## src/rtl/alt_vipvfr131_common_genlock_timing.sv

```systemverilog
// Output-side video timing generator: free-running h/v counters with registered sync/de/sof decode,
// optionally genlocked to a remote sof_in reference.
module alt_vipvfr131_common_genlock_timing #(
  parameter int unsigned H_WIDTH    = 14,
  parameter int unsigned V_WIDTH    = 13,
  parameter int unsigned LOCK_COUNT = 4
) (
  input  logic               clk,
  input  logic               rst,
  input  logic               ce,
  input  logic [H_WIDTH-1:0] h_total,
  input  logic [V_WIDTH-1:0] v_total,
  input  logic [H_WIDTH-1:0] h_active,
  input  logic [V_WIDTH-1:0] v_active,
  input  logic [H_WIDTH-1:0] h_sync_start,
  input  logic [H_WIDTH-1:0] h_sync_end,
  input  logic [V_WIDTH-1:0] v_sync_start,
  input  logic [V_WIDTH-1:0] v_sync_end,
  input  logic               genlock_enable,
  input  logic               sof_in,
  input  logic               sof_locked_in,
  input  logic [H_WIDTH-1:0] sof_sample,
  input  logic [V_WIDTH-1:0] sof_line,
  output logic               h_sync,
  output logic               v_sync,
  output logic               de,
  output logic               sof_out,
  output logic               locked,
  output logic [H_WIDTH-1:0] h_count,
  output logic [V_WIDTH-1:0] v_count
);

  localparam logic [H_WIDTH-1:0] HOne    = H_WIDTH'(1);
  localparam logic [V_WIDTH-1:0] VOne    = V_WIDTH'(1);
  localparam logic [3:0]         LockCnt = 4'(LOCK_COUNT);

  typedef enum logic [1:0] {StFreeRun, StAlign, StLocked} state_e;

  state_e               state_q, state_d;
  logic [3:0]           match_cnt_q, match_cnt_d;
  logic                 locked_q, locked_d;
  logic [H_WIDTH-1:0]   h_q, h_d;
  logic [V_WIDTH-1:0]   v_q, v_d;
  logic                 h_sync_q, h_sync_d;
  logic                 v_sync_q, v_sync_d;
  logic                 de_q, de_d;
  logic                 sof_out_q, sof_out_d;

  // '>=' so that a total reduced below the live count wraps on the next tick
  function automatic logic h_wraps(input logic [H_WIDTH-1:0] h, input logic [H_WIDTH-1:0] tot);
    return h >= (tot - HOne);
  endfunction

  function automatic logic [V_WIDTH-1:0] v_next(input logic [V_WIDTH-1:0] v,
                                                input logic [V_WIDTH-1:0] tot, input logic wrap);
    if (!wrap) return v;
    return (v >= (tot - VOne)) ? '0 : v + VOne;
  endfunction

  logic match;
  assign match = (h_q == sof_sample) && (v_q == sof_line);

  always_comb begin
    state_d     = state_q;
    match_cnt_d = match_cnt_q;
    locked_d    = locked_q;
    h_d         = h_q;
    v_d         = v_q;
    h_sync_d    = h_sync_q;
    v_sync_d    = v_sync_q;
    de_d        = de_q;
    sof_out_d   = 1'b0;
    if (ce) begin
      h_d       = h_wraps(h_q, h_total) ? '0 : h_q + HOne;
      v_d       = v_next(v_q, v_total, h_wraps(h_q, h_total));
      de_d      = (h_q < h_active) && (v_q < v_active);
      h_sync_d  = (h_q >= h_sync_start) && (h_q < h_sync_end);
      v_sync_d  = (v_q >= v_sync_start) && (v_q < v_sync_end);
      sof_out_d = (h_q == '0) && (v_q == '0);
      if (!genlock_enable || !sof_locked_in) begin
        state_d     = StFreeRun;
        match_cnt_d = '0;
        locked_d    = 1'b0;
      end else begin
        unique case (state_q)
          StFreeRun: begin
            state_d     = StAlign;
            match_cnt_d = '0;
            locked_d    = 1'b0;
          end
          StAlign: begin
            if (sof_in) begin
              if (match) begin
                match_cnt_d = match_cnt_q + 4'd1;
              end else begin
                // A reload counts as the first aligned frame
                match_cnt_d = 4'd1;
                h_d = h_wraps(sof_sample, h_total) ? '0 : sof_sample + HOne;
                v_d = v_next(sof_line, v_total, h_wraps(sof_sample, h_total));
              end
              if (match_cnt_d >= LockCnt) begin
                state_d  = StLocked;
                locked_d = 1'b1;
              end
            end
          end
          StLocked: begin
            if (sof_in && !match) begin
              state_d     = StAlign;
              locked_d    = 1'b0;
              match_cnt_d = 4'd1;
              h_d = h_wraps(sof_sample, h_total) ? '0 : sof_sample + HOne;
              v_d = v_next(sof_line, v_total, h_wraps(sof_sample, h_total));
            end
          end
          default: begin
            state_d     = StFreeRun;
            match_cnt_d = '0;
            locked_d    = 1'b0;
          end
        endcase
      end
    end
  end

  always_ff @(posedge clk) begin
    if (!rst) begin
      state_q     <= StFreeRun;
      match_cnt_q <= '0;
      locked_q    <= 1'b0;
      h_q         <= '0;
      v_q         <= '0;
      h_sync_q    <= 1'b0;
      v_sync_q    <= 1'b0;
      de_q        <= 1'b0;
      sof_out_q   <= 1'b0;
    end else begin
      state_q     <= state_d;
      match_cnt_q <= match_cnt_d;
      locked_q    <= locked_d;
      h_q         <= h_d;
      v_q         <= v_d;
      h_sync_q    <= h_sync_d;
      v_sync_q    <= v_sync_d;
      de_q        <= de_d;
      sof_out_q   <= sof_out_d;
    end
  end

  assign h_sync  = h_sync_q;
  assign v_sync  = v_sync_q;
  assign de      = de_q;
  assign sof_out = sof_out_q;
  assign locked  = locked_q;
  assign h_count = h_q;
  assign v_count = v_q;

endmodule

```

## config.mk

```make
export PLATFORM = sky130hd
export DESIGN_NAME = alt_vipvfr131_common_genlock_timing
export DESIGN_NICKNAME = d
export VERILOG_FILES = /design/src/rtl/alt_vipvfr131_common_genlock_timing.sv
export SDC_FILE = /design/constraint.sdc
export NUM_CORES = 1
export LEC_CHECK = 0
export ABC_AREA = 0
export ABC_CLOCK_PERIOD_IN_PS = 8500
export CORE_MARGIN = 2
export CORE_UTILIZATION = 55
export DETAILED_ROUTE_END_ITERATION = 8
export PLACE_DENSITY = 0.9
export SLEW_MARGIN = 20
export SYNTH_ARGS = -nofsm -noshare
export SYNTH_HDL_FRONTEND = slang
export SYNTH_SLANG_ARGS = --single-unit
export TNS_END_PERCENT = 30
```

## constraint.sdc

```tcl
create_clock -name clk -period 8.5 [get_ports clk]
set_input_delay 1.7 -clock clk [delete_from_list [all_inputs] [get_ports clk]]
set_output_delay 1.7 -clock clk [all_outputs]
set_load 0.005 [all_outputs]
```

---- Yosys cells after proc, flatten, opt, wreduce, memory -nomap -nowiden ----
Cells that the tools add are included.
operators by class
  $add $sub $neg .......................... 7
  $lt $le $gt $ge ......................... 11
  equal/unequal tests ..................... 7
  multiplexer cells ....................... 50
  reductions and logical operators ........ 16
operators by type and width
  kind                                                                  count
  13-bit two-way mux                                                    11
  14-bit two-way mux                                                    6
  14-bit >= comparator                                                  3
  13-bit >= comparator                                                  3
  4-bit two-way mux                                                     8
  14-bit by 1-bit adder with 14-bit output, second input constant       2
  14-bit < comparator                                                   2
  14-bit one-hot mux with 2 select lines                                1
  13-bit by 1-bit adder with 13-bit output, second input constant       2
  13-bit < comparator                                                   2
  13-bit one-hot mux with 2 select lines                                1
  1-bit two-way mux                                                     16
  14-bit == test                                                        1
  14-bit zero test                                                      1
  14-bit by 1-bit subtractor with 14-bit output, second input constant  1
  13-bit == test                                                        1
  13-bit zero test                                                      1
  13-bit by 1-bit subtractor with 13-bit output, second input constant  1
  3-bit inequality test, second input constant                          3
  2-bit two-way mux                                                     4
  4-bit one-hot mux with 2 select lines                                 1
  1-bit logical AND                                                     6
  2-bit one-hot mux with 3 select lines                                 1
  4-bit by 1-bit adder with 4-bit output, second input constant         1
  10 further kinds                                                      12
word-level totals
  register bits after elaboration ......... 38
  bits of input ports ..................... 141
  output and inout bits ................... 32
  logic and storage cells ................. 100

---- Longest topological paths before layout ----
  depth in word-level cells ............... 13
  depth in mapped cells ................... 18
  mapped depth without buffers ............ 16

---- Worst setup path after synthesis ----
Ideal clock, no wire load.
  path type ............................... input to register
  from .................................... input h_total[2]
  to ...................................... register v_q[2] (netlist: v_count[2])
  library setup time ...................... 91 ps
  data arrival time ....................... 5244 ps
  required time ........................... 8409 ps
  slack ................................... 3165 ps
  cell stages on the path ................. 17
  path buffers ............................ 1
  path through ............................ or4_1 > nor2_1 > nand2_1 > or2_2 > nor4_1 > xnor2_1 > ha_1 > a211oi_1 > o211ai_1 > a2111oi_0 > o31ai_1 > and2_1 > clkbuf_1 > nand3_1 > nand2_1 > or3_1 > a311oi_1
between the ends
  word-level cells in the longest chain between the ends .. 13
  elaborated cells between the ends (all ways) .. 23
  classes of those cells .................. add/sub: 1; order compare: 2; mux: 20
ends and longest elaborated chain
  element                                            RTL line  RTL
  from (decl)                                        11        input logic [H_WIDTH-1:0] h_total,
  14-bit by 1-bit subtractor with 14-bit output (*)  51        return h >= (tot - HOne);
  14-bit >= comparator                               51
  1-bit two-way mux                                  56        if (!wrap) return v;
  1-bit two-way mux                                  93        if (match) begin
  1-bit two-way mux                                  92        if (sof_in) begin
  1-bit two-way mux                                  85        unique case (state_q)
  1-bit two-way mux                                  80        if (!genlock_enable || !sof_locked_in) begin
  1-bit two-way mux                                  73        if (ce) begin
  13-bit two-way mux                                 57        return (v >= (tot - VOne)) ? '0 : v + VOne;
  13-bit two-way mux                                 93
  13-bit two-way mux                                 92
  13-bit one-hot mux with 2 select lines             85
  13-bit two-way mux (*)                             80
  to (signal assigned)                               142       v_q <= v_d;
  to (decl)                                          43        logic [V_WIDTH-1:0] v_q, v_d;
Mark *: on every way between the ends. The rest lies on a longest branch, timed or not. The select of a mux whose other input is x is not followed.
A chain may end at the register's enable or synchronous reset.

---- Worst setup path after layout ----
  from .................................... input h_total[2]
  to ...................................... register v_q[9] (netlist: v_count[9])
Same word-level chain as after synthesis.

==> summary.md <==
| Metric | Value |
|---|---|
| Status | complete, no violations |
| Peak supply drop | between 80 and 90 µV |
| Post-route ant nets | 0 |
| Root buf cell | clkbuf_16 |
| Worst reg2reg endpoint | h_count[6]$_SDFFE_PN0P_ |
| Post-Syn Area | between 6000 and 7000 µm² |
| CTS HTree Levels | 2 |
| Final Util | just over 70% |
| Post-synth EDFFs | 0 |
| Vias in the first global route | just over 7000 |
| Critical path's slowest cell | or4_1 |
| WP data arrival | about 6.4 ns |
| Finish-stage setup viols | 0 |
| Wirelength per Cell | 17.4 µm |
| Register area share after synthesis | 11.2% |
| Top cell type's share of synthesized area | between 20 and 30% |
| Core area | about 12000 µm² |
| Worst skew pair latency | just under 0.3 ns |
| Final Max Tran Viols | 0 |
| Share of cells above drive strength 1 | around 2.6% |
| Final nets | ~1300 |
| CTS max path bufs | 2 |
| Largest net degree at the start of global routing | 23 |
| Most used cells in the layout excluding fill and tap cells | clkdlybuf4s50_1, ha_1, inv_1 |
| Hold path start | de$_SDFFE_PN0P_ |
| GP Congestion | 0.943 |
| Final hold vios | 0 |
| Initial Util | around 56% |
| CP max FO | 12 |
| Yosys warns | 0 |
| Flop2flop setup slack | 4.91 ns |
| RSZ-0062 raised after global routing | no |
| Die area | roughly 13000 µm² |
| CP Class | in -> reg |
| Vias/cell | around 6.1 |
| Most used cell, CP | nand2_1 |
| Worst-Margin Slew | 0.814 ns |
| Final setup TNS | 0 ns |
| Skew final | a little under 0.009 ns |
| Drt pass-1 iters | 7 |
| Sequential power share | approximately 28% |
| Power Density | 74.4 nW/µm² |
| Mapped Cells | between 800 and 900 |
| Period utilization | between 70% and 80% |
| Hold path cells | 2 |
| Hold Buf Count CTS | 0 |
| Num rows | 40 |
| Yosys reg bits | 37 |
| Post-synth ARST share | 0% |
| Initial antenna violation count | 0 |
| First DRT Iteration DRCs | between 400 and 500 |
| Pleak | 4.02 nW |
| Top Ports | approximately 170 |
| Post-DP HPWL | around 16000 µm |
| Post-CTS Setup Bufs | 0 |
| Max Cap Violations | 0 |
| Int Power | 0.446 mW |
| DRC viols | 0 |
| Fill cells | roughly 940 |
| Psw | ~0.20 mW |
| Area contributors post-synth | ha_1, dfxtp_1, xor2_1 |
| Total power | 0.641 mW |
| DR vias | just over 7000 |
| Final min period | 6.19 ns |
| Netlist cell types | 67 |
| Overflow after GRT | 0 |
| Crit end category | flip-flop |
| Gr usage total | between 30 and 40% |
| Worst Hold Path EP | de$_SDFFE_PN0P_ |
| Worst R2R Path Depth | 9 |
| Diodes inserted | 0 |
| Number of port buffers | about 170 |
| Peak Freq | around 160 MHz |
| Worst relative slew slack | 45.5% |
| Placed insts | ~1200 |
| Critical path startpoint category | input port |
| First-pass GRT wire length | about 33000 µm |
| CP max stage delay | around 0.59 ns |
| Multi-input gate area | between 5000 and 6000 µm² |
| Required @ worst endpoint | a little under 9 ns |
| Die Y | roughly 110 µm |
| Total Wirelength | between 20000 and 25000 µm |
| Comb pwr share | a little over a third |
| Cell Count, Final, Fillers Out | 1166 |
| Syn Area/Cell | 7.67 µm² |
| Worst-path cell chain | clkdlybuf4s50_1 > or4_1 > nor2_1 > nand2_1 > or2_2 > nor4_1 > xnor2_1 > ha_1 > a211oi_1 > o211ai_1 > a2111oi_0 > o31ai_1 > and2_1 > nand3_1 > nand2_1 > or3_1 > o311ai_1 |
| TritonCTS Buffers | 5 |
| Worst hold slack | 0.455 ns |
| Post-synth top flop | dfxtp_1 |
| Sw frac | just over 30% |
| Syn_nets | 1140 |
| Cell taking the most area after synthesis | ha_1 |
| Hold crit path type | reg -> reg |
| CTS Sinks | 37 |
| RR Startpoint | h_count[8]$_SDFFE_PN0P_ |
| CTS tree | done |
| Clk pwr share | 35.3% |
| Most common cell after layout, fill and taps aside | clkdlybuf4s50_1 |
| Area Growth Syn to Fin | 30.1% |
| Post-CTS sizing | 0 |
| Reg clk slew, reported paths | 0.07 ns |
| Die X | 114 µm |
| Storage element area | 741 µm² |
sequential cells by signal (all words and copies together) (netlist names):
signal / cells
h_count: 14
v_count: 13
match_cnt_q: 4
state_q: 2
de: 1
h_sync: 1
sof_out: 1
v_sync: 1
metal layers:
layer / vias to the layer above / global-route usage [%] / wire (µm)
met2: 346 / 56.2 / 9610
met5: - / 0 / 0
met1: 3247 / 36.4 / 8180
li1: 3448 / - / -
met3: 77 / 4.52 / 1630
met4: 0 / 13.7 / 868
synth_stat cells, drive strengths merged (5+ instances only):
master,number
nand4,13
clkbuf,21
o21a,9
a2111oi,6
or4,10
xnor2,34
a21boi,10
o31a,6
nor2b,17
inv,106
nor3,18
and4,7
nand3,31
and2,7
nor4,16
nand2b,12
a21oi,36
ha,136
a21o,27
a211o,6
o21ai,28
a211oi,9
dfxtp,37
or3,8
o22ai,16
buf,5
xor2,49
and3,10
nor2,41
a22oi,14
nand2,54
power by group through the flow:
stage	combinational, mW	clock, mW	sequential [mW]
after floorplan	0.114	0	0.183
after global placement	0.223	0	0.185
after detailed placement	0.229	0	0.185
after CTS	0.231	0.225	0.181
after global routing	0.258	0.232	0.182
final	0.234	0.227	0.181
layout make-up:
type / count / area share, %
Multi-Input combinational cell: 693 / 62.4
Clock inverter: 2 / 0.436
Clock buffer: 6 / 1.61
Inverter: 107 / 4.66
Sequential cell: 37 / 8.60
Timing Repair Buffer: 174 / 20.2
Tap cell: 147 / 2.14
cell families (layout without fill, tap and decap cells):
group           Yosys count  after routing  synth area share, %
flops                    37             37                 11.2
simple gates            257            257                 20.9
xor+xnor                 83             83                 11.0
compound gates          216            216                 23.4
fa+ha+maj               137            137                 25.9
buf+inv                 133            289                 7.62
through the flow:
step	cell area (µm²)	worst slack [ns]
2_1_floorplan	6620	3.16
3_3_place_gp	8440	2.21
3_5_place_dp	8440	2.08
4_1_cts	8610	2.37
5_1_grt	8610	1.81
6_report	8610	2.31
how the worst max path moves through the flow:
stage                                to        from  cells after the start  slack (ns)
6_report        v_count[9]$_SDFFE_PN0P_  h_total[2]                     17        2.31
5_1_grt         v_count[5]$_SDFFE_PN0P_  h_total[2]                     17        1.81
4_1_cts         v_count[9]$_SDFFE_PN0P_  h_total[2]                     17        2.37
3_5_place_dp    v_count[9]$_SDFFE_PN0P_  h_total[2]                     17        2.08
3_3_place_gp   v_count[11]$_SDFFE_PN0P_  h_total[2]                     17        2.21
2_1_floorplan   v_count[2]$_SDFFE_PN0P_  h_total[2]                     17        3.16
critical path, delay by kind of cell:
kind                       cells  cell delay (ns)
adders and majority gates      1             0.30
and+or+nand+nor                9             2.51
AOI/OAI and AO/OA              5             1.19
xor gates and xnor gates       1             0.19
buffers and inverters          1             0.48
Power figures use the tool's default switching activity.
